### src/rtl/frame_corruptor.sv
// Frame-aware error injector: corrupts payload beats (random, periodic single-bit or burst)
// while leaving frame-start and CRC beats untouched. Define FRAME_CORRUPTOR_ERR_CNT_EN for o_err_cnt.
module frame_corruptor #(
   parameter int          DATA_W    = 8,
   parameter int          ROWS      = 4,
   parameter int          COLS      = 1041,
   parameter int          FAS_LEN   = 16,
   parameter int          CRC_LEN   = 1,
   parameter logic [31:0] LFSR_SEED = 32'hACE1_2468
) (
   input  logic              i_clk,
   input  logic              i_rst,
   input  logic [DATA_W-1:0] i_data,
   input  logic              i_valid,
   input  logic              i_sof,
   input  logic              i_fas,
   input  logic [1:0]        i_mode,
   input  logic [15:0]       i_err_period,
   input  logic [7:0]        i_burst_len,
   input  logic              i_inject,
   output logic [DATA_W-1:0] o_data,
   output logic              o_valid,
   output logic              o_fas,
   output logic              o_busy,
   output logic [15:0]       o_err_cnt
);

   localparam int TOTAL = ROWS * COLS;
   localparam int IDX_W = (TOTAL > 1) ? $clog2(TOTAL) : 1;
   localparam int BIT_W = (DATA_W > 1) ? $clog2(DATA_W) : 1;
   localparam logic [IDX_W-1:0] IDX_LAST   = IDX_W'(TOTAL - 1);
   localparam logic [IDX_W-1:0] FIRST_ELIG = IDX_W'(FAS_LEN);
   localparam logic [IDX_W-1:0] END_ELIG   = IDX_W'(TOTAL - CRC_LEN);
   // Right-shift Galois taps for x^32 + x^22 + x^2 + x + 1.
   localparam logic [31:0] POLY = 32'h8020_0003;

   typedef enum logic {IDLE, BURST} state_t;

   state_t            state;
   logic [IDX_W-1:0]  idx, idx_nxt;
   logic              locked, locked_nxt;
   logic [31:0]       lfsr, lfsr_nxt;
   logic [15:0]       pc;
   logic [7:0]        rem;
   logic [1:0]        prev_mode;
   logic              mode_chg, elig, pc_hit;
   logic [DATA_W-1:0] mask, flip, data_out;

   always_comb begin
      idx_nxt    = idx;
      locked_nxt = locked;
      if (i_valid) begin
         if (i_sof) begin
            idx_nxt    = '0;
            locked_nxt = 1'b1;
         end else if (idx == IDX_LAST) begin
            idx_nxt = '0;
         end else begin
            idx_nxt = idx + IDX_W'(1);
         end
      end
      elig     = i_valid && locked_nxt && (idx_nxt >= FIRST_ELIG) && (idx_nxt < END_ELIG);
      mask     = (lfsr[DATA_W-1:0] == '0) ? '1 : lfsr[DATA_W-1:0];
      flip     = DATA_W'(1) << lfsr[BIT_W-1:0];
      mode_chg = (i_mode != prev_mode);
      pc_hit   = (i_err_period != 16'd0) && (pc == i_err_period - 16'd1);
      lfsr_nxt = {1'b0, lfsr[31:1]} ^ (lfsr[0] ? POLY : 32'd0);
   end

   // A mode change suppresses the stateful modes for that beat, matching the abort of pc/burst.
   always_comb begin
      data_out = i_data;
      case (i_mode)
         2'd1: if (elig) data_out = i_data ^ mask;
         2'd2: if (!mode_chg && elig && pc_hit) data_out = i_data ^ flip;
         2'd3: if (!mode_chg && state == BURST && elig) data_out = i_data ^ mask;
         default: data_out = i_data;
      endcase
   end

   always_ff @(posedge i_clk) begin
      if (i_rst) begin
         state     <= IDLE;
         idx       <= '0;
         locked    <= 1'b0;
         lfsr      <= LFSR_SEED;
         pc        <= '0;
         rem       <= '0;
         prev_mode <= 2'd0;
         o_data    <= '0;
         o_valid   <= 1'b0;
         o_fas     <= 1'b0;
      end else begin
         prev_mode <= i_mode;
         o_valid   <= i_valid;
         o_fas     <= i_fas;
         if (i_valid) begin
            idx    <= idx_nxt;
            locked <= locked_nxt;
            lfsr   <= lfsr_nxt;
            o_data <= data_out;
         end

         if (mode_chg) begin
            pc <= '0;
         end else if (i_mode == 2'd2) begin
            if (i_err_period == 16'd0) pc <= '0;
            else if (elig) pc <= pc_hit ? 16'd0 : pc + 16'd1;
         end

         if (mode_chg) begin
            state <= IDLE;
            rem   <= '0;
         end else begin
            case (state)
               IDLE: begin
                  if (i_mode == 2'd3 && i_inject && i_burst_len != 8'd0) begin
                     state <= BURST;
                     rem   <= i_burst_len;
                  end
               end
               BURST: begin
                  if (elig) begin
                     rem <= rem - 8'd1;
                     if (rem == 8'd1) state <= IDLE;
                  end
               end
               default: state <= IDLE;
            endcase
         end
      end
   end

   assign o_busy = (state == BURST);

`ifdef FRAME_CORRUPTOR_ERR_CNT_EN
   logic [15:0] err_cnt;

   always_ff @(posedge i_clk) begin
      if (i_rst) err_cnt <= '0;
      else if (i_valid && data_out != i_data && err_cnt != 16'hFFFF) err_cnt <= err_cnt + 16'd1;
   end

   assign o_err_cnt = err_cnt;
`else
   assign o_err_cnt = 16'd0;
`endif

endmodule

### config.mk
export PLATFORM = sky130hd
export DESIGN_NAME = frame_corruptor
export DESIGN_NICKNAME = d
export VERILOG_FILES = /design/src/rtl/frame_corruptor.sv
export SDC_FILE = /design/constraint.sdc
export NUM_CORES = 1
export LEC_CHECK = 0
export ABC_AREA = 1
export BUFFER_PORTS_ARGS = -buffer_cell sky130_fd_sc_hd__buf_2
export CAP_MARGIN = 20
export CORE_UTILIZATION = 60
export CTS_CLUSTER_SIZE = 28
export DETAILED_ROUTE_END_ITERATION = 12
export GPL_TIMING_DRIVEN = 1
export HOLD_SLACK_MARGIN = 0.1
export PLACE_DENSITY = 0.9
export RECOVER_POWER = 100
export REMOVE_ABC_BUFFERS = 1
export SYNTH_ARGS = -nofsm -noshare
export SYNTH_HDL_FRONTEND = slang
export SYNTH_SLANG_ARGS = --single-unit
### constraint.sdc
create_clock -name i_clk -period 4.2 [get_ports i_clk]
set_input_delay 0.21 -clock i_clk [delete_from_list [all_inputs] [get_ports i_clk]]
set_output_delay 0.21 -clock i_clk [all_outputs]
set_load 0.1 [all_outputs]
==> qor.json <==
{
  "critical-path-top-cell-by-count": {"value": "sky130_fd_sc_hd__nand2_1"},
  "ios": {"value": 67},
  "fin_setup_tns": {"value": 0, "unit": "ns"},
  "yosys_warnings": {"value": 0},
  "required": {"value": 4.46, "unit": "ns"},
  "async_reset_ff_frac": {"value": 0},
  "finalSetupViolations": {"value": 0},
  "clock_tree.htree_level_count": {"value": 3},
  "ys_seq_area_frac": {"value": 0.295},
  "relSlewSlack": {"value": -0.136},
  "max_freq": {"value": 0.290, "unit": "GHz"},
  "antennaDiodeCount": {"value": 0},
  "cts_setup_buffers": {"value": 0},
  "power_frac_comb": {"value": 0.200},
  "power-per-cell-area": {"value": 291, "unit": "nW/µm²"},
  "worst_ep_arrival_time": {"value": 3.71, "unit": "ns"},
  "failed_checks": {"value": "capacitance limit, slew limit"},
  "drc": {"value": 0},
  "status": {"value": "complete, but fails checks"},
  "globalplace.congestion": {"value": 0.965},
  "grt_pass1_vias": {"value": 4906},
  "synth_area_per_cell": {"value": 6.48, "unit": "µm²"},
  "p_switching": {"value": 612, "unit": "µW"},
  "grtUsageTotal": {"value": 0.258},
  "final_min_period_over_clock_period": {"value": 0.821},
  "detailed_placer_s_ending_hpwl": {"value": 9160, "unit": "µm"},
  "row_cnt": {"value": 35},
  "pre_cts_slack": {"value": 0.828, "unit": "ns"},
  "wl": {"value": 12400, "unit": "µm"},
  "fillCellCount": {"value": 851},
  "cts.reportedPaths.clkPinSlew": {"value": 0.10, "unit": "ns"},
  "power.sequential.fraction": {"value": 0.480},
  "switching_share": {"value": 0.349},
  "synthCells": {"value": 871},
  "port_buffers": {"value": 50},
  "drv.max_cap_violation_count": {"value": 1},
  "final_critical_path_setup_slack": {"value": 0.752, "unit": "ns"},
  "class_of_the_worst_hold_path": {"value": "input pin to flop"},
  "grt_setup_unrepaired": {"value": "no"},
  "synth.area.top_cells": {"value": "sky130_fd_sc_hd__dfxtp_1, sky130_fd_sc_hd__nand2_1, sky130_fd_sc_hd__nand3_1, sky130_fd_sc_hd__nor2_1, sky130_fd_sc_hd__inv_1"},
  "layout_common_cells": {"value": "sky130_fd_sc_hd__nand2_1, sky130_fd_sc_hd__nor2_1, sky130_fd_sc_hd__nand3_1"},
  "power_leakage": {"value": 0.00275, "unit": "µW"},
  "edff_count_synth": {"value": 0},
  "fin_worst_skew": {"value": 0.0143, "unit": "ns"},
  "num_vias": {"value": 5498},
  "yosys.area.top_type_share": {"value": 0.295},
  "final_layout_net_count": {"value": 961},
  "clock_latency": {"value": 0.37, "unit": "ns"},
  "grt_pass1_wl": {"value": 20900, "unit": "µm"},
  "post-synth-top-area-cell": {"value": "sky130_fd_sc_hd__dfxtp_1"},
  "cp_slowest_cell": {"value": "sky130_fd_sc_hd__o21ai_2"},
  "drt_first_iter_violations": {"value": 417},
  "synth-seq-cells": {"value": 83},
  "cts-root-buf": {"value": "sky130_fd_sc_hd__clkbuf_8"},
  "max_slew_violation_count": {"value": 34},
  "slowest_stage_delay_on_critical_path": {"value": 0.59, "unit": "ns"},
  "initial_standard_cell_utilization_of_the_core": {"value": 0.616},
  "design.core.area": {"value": 9150, "unit": "µm²"},
  "grt_max_degree": {"value": 39},
  "antenna_found_initial": {"value": 0},
  "flow.area_growth_from_synthesis": {"value": 6.56, "unit": "%"},
  "crit_path_cell_trace": {"value": "ha_1 -> nand2_1 -> nor2_1 -> nand3_1 -> nand2_1 -> nand2_1 -> nand2_1 -> nand3_1 -> nor2_1 -> nand2_1 -> nand2_2 -> nand2_1 -> nand2_2 -> nand2_2 -> o21ai_2 -> a21oi_1 -> o21a_1"},
  "whs": {"value": 0.114, "unit": "ns"},
  "count_of_nets_left_with_antenna_violations_after_detail_routing": {"value": 0},
  "worst_slew_pin_slew": {"value": 1.70, "unit": "ns"},
  "fp.dieArea": {"value": 9790, "unit": "µm²"},
  "ys_dominant_reg_cell": {"value": "sky130_fd_sc_hd__dfxtp_1"},
  "worst_ir_drop_vdd": {"value": 0.259, "unit": "mV"},
  "internal_power": {"value": 1140, "unit": "µW"},
  "cts_buffers": {"value": 9},
  "via_per_inst": {"value": 5.36},
  "most_common_cell_after_layout_fill_and_taps_aside": {"value": "sky130_fd_sc_hd__nand2_1"},
  "area_of_the_mapped_netlist": {"value": 5640, "unit": "µm²"},
  "worst-setup-path-type": {"value": "flop to flop"},
  "clockBufferDepth": {"value": 2},
  "post_route_cells_drive_above_1_share": {"value": 0.106},
  "wl_per_cell": {"value": 12.1, "unit": "µm"},
  "setup.worst_path.start_class": {"value": "flop"},
  "cp-end-kind": {"value": "flop"},
  "clock-sinks": {"value": 83},
  "tritoncts": {"value": "yes"},
  "dieWidth": {"value": 99.0, "unit": "µm"},
  "finalHoldViolations": {"value": 0},
  "timing.critical_path.fanout_max": {"value": 15},
  "clkPwrFrac": {"value": 0.320},
  "layout_min_cycle_time": {"value": 3.45, "unit": "ns"},
  "synthDistinctLibCells": {"value": 47},
  "die-height": {"value": 99.0, "unit": "µm"},
  "cp_top_family": {"value": "simple AND/OR/NAND/NOR gates"},
  "grt_overflow": {"value": 0},
  "dr.pass1.iters": {"value": 6},
  "cp_num_buf_inv": {"value": 0}
}
==> worst reg2reg max path, stage by stage, from the launching register on <==
cell and delay, ns:
sky130_fd_sc_hd__dfxtp_1 0.42, sky130_fd_sc_hd__ha_1 0.20, sky130_fd_sc_hd__nand2_1 0.06, sky130_fd_sc_hd__nor2_1 0.11, sky130_fd_sc_hd__nand3_1 0.12, sky130_fd_sc_hd__nand2_1 0.09
sky130_fd_sc_hd__nand2_1 0.22, sky130_fd_sc_hd__nand2_1 0.18, sky130_fd_sc_hd__nand3_1 0.08, sky130_fd_sc_hd__nor2_1 0.16, sky130_fd_sc_hd__nand2_1 0.09, sky130_fd_sc_hd__nand2_2 0.21
sky130_fd_sc_hd__nand2_1 0.30, sky130_fd_sc_hd__nand2_2 0.14, sky130_fd_sc_hd__nand2_2 0.17, sky130_fd_sc_hd__o21ai_2 0.59, sky130_fd_sc_hd__a21oi_1 0.08, sky130_fd_sc_hd__o21a_1 0.13
==> layout make-up <==
type | count | area [µm²] | share of cell area
Inverter | 103 | 387 | 0.0643
Clock buffer | 9 | 124 | 0.0206
Multi-Input combinational cell | 659 | 3370 | 0.560
Tap cell | 111 | 139 | 0.0231
Sequential cell | 83 | 1660 | 0.276
Clock inverter | 7 | 67.6 | 0.0112
Timing Repair Buffer | 54 | 268 | 0.0445
==> state kept, by name, summed over array words and instances, names as in the netlist <==
signal / count
prev_mode: 2
o_busy: 1
o_fas: 1
pc: 16
locked: 1
lfsr: 32
rem: 8
idx: 13
o_valid: 1
o_data: 8
==> cells in the mapped netlist, drive strengths merged, types with 2 or more instances <==
master and instances:
a21oi 43, nand4 24, clkinv 2, dfxtp 83
nor2 116, o21bai 3, nand2 216, nor3b 2
xnor2 10, a31oi 4, inv 101, nor4 5
buf 29, nor3 14, or2 4, and2 2
ha 11, a211oi 2, nand3 104, clkbuf 12
o21ai 46, xor2 31
==> cells by family (layout without fill, tap and decap cells) <==
kind of cell | after synthesis | count (layout) | share of synthesized area
fa+ha+maj | 11 | 11 | 0.0244
compound gates | 101 | 101 | 0.101
flops | 83 | 83 | 0.295
xor+xnor | 42 | 42 | 0.0679
other cells | 1 | 16 | 0.000665
simple gates | 489 | 489 | 0.398
buf+inv | 144 | 173 | 0.114
==> metal layers <==
| layer | GRT usage | share of wire | vias up |
|---|---|---|---|
| met2 | 0.428 | 0.47 | 155 |
| met3 | 0.0348 | 0.041 | 33 |
| li1 | - | - | 2859 |
| met5 | 0 | 0 | - |
| met1 | 0.332 | 0.46 | 2451 |
| met4 | 0.125 | 0.026 | 0 |
==> worst paths after layout <==
kind | cells past startpoint | start | to | slack, ns
setup / recovery | 17 | idx[0]$_SDFFE_PP0P_ | pc[9]$_SDFFE_PP0P_ | 0.75
hold / removal | 3 | i_burst_len[7] | rem[7]$_SDFFE_PP0P_ | 0.11
setup reg to reg | 17 | idx[0]$_SDFFE_PP0P_ | pc[9]$_SDFFE_PP0P_ | 0.75
hold reg to reg | 2 | lfsr[23]$_SDFFE_PP1P_ | lfsr[23]$_SDFFE_PP1P_ | 0.47
==> power groups by stage <==
stage	logic, µW	clock network, µW	registers [µW]
after global routing	384	606	846
final	351	560	841
after CTS	353	570	840
after global placement	345	0	858
after floorplan	222	0	900
after detailed placement	350	0	858
==> metrics by stage <==
step	utilization	std cells	cell area, µm²	total power (µW)
after floorplan	-	845	5440	1120
after global placement	0.639	1009	5850	1200
after detailed placement	0.639	1009	5850	1210
after CTS	0.661	1026	6050	1760
after global routing	0.657	1026	6010	1840
final	0.657	1026	6010	1750
==> timing repair <==
action | 4_1_cts | 5_1_grt
hold buffers | 1 | 0
gates resized for setup | 0 | 0
hold endpoints to repair | 1 | 0
Power figures use the tool's default switching activity.
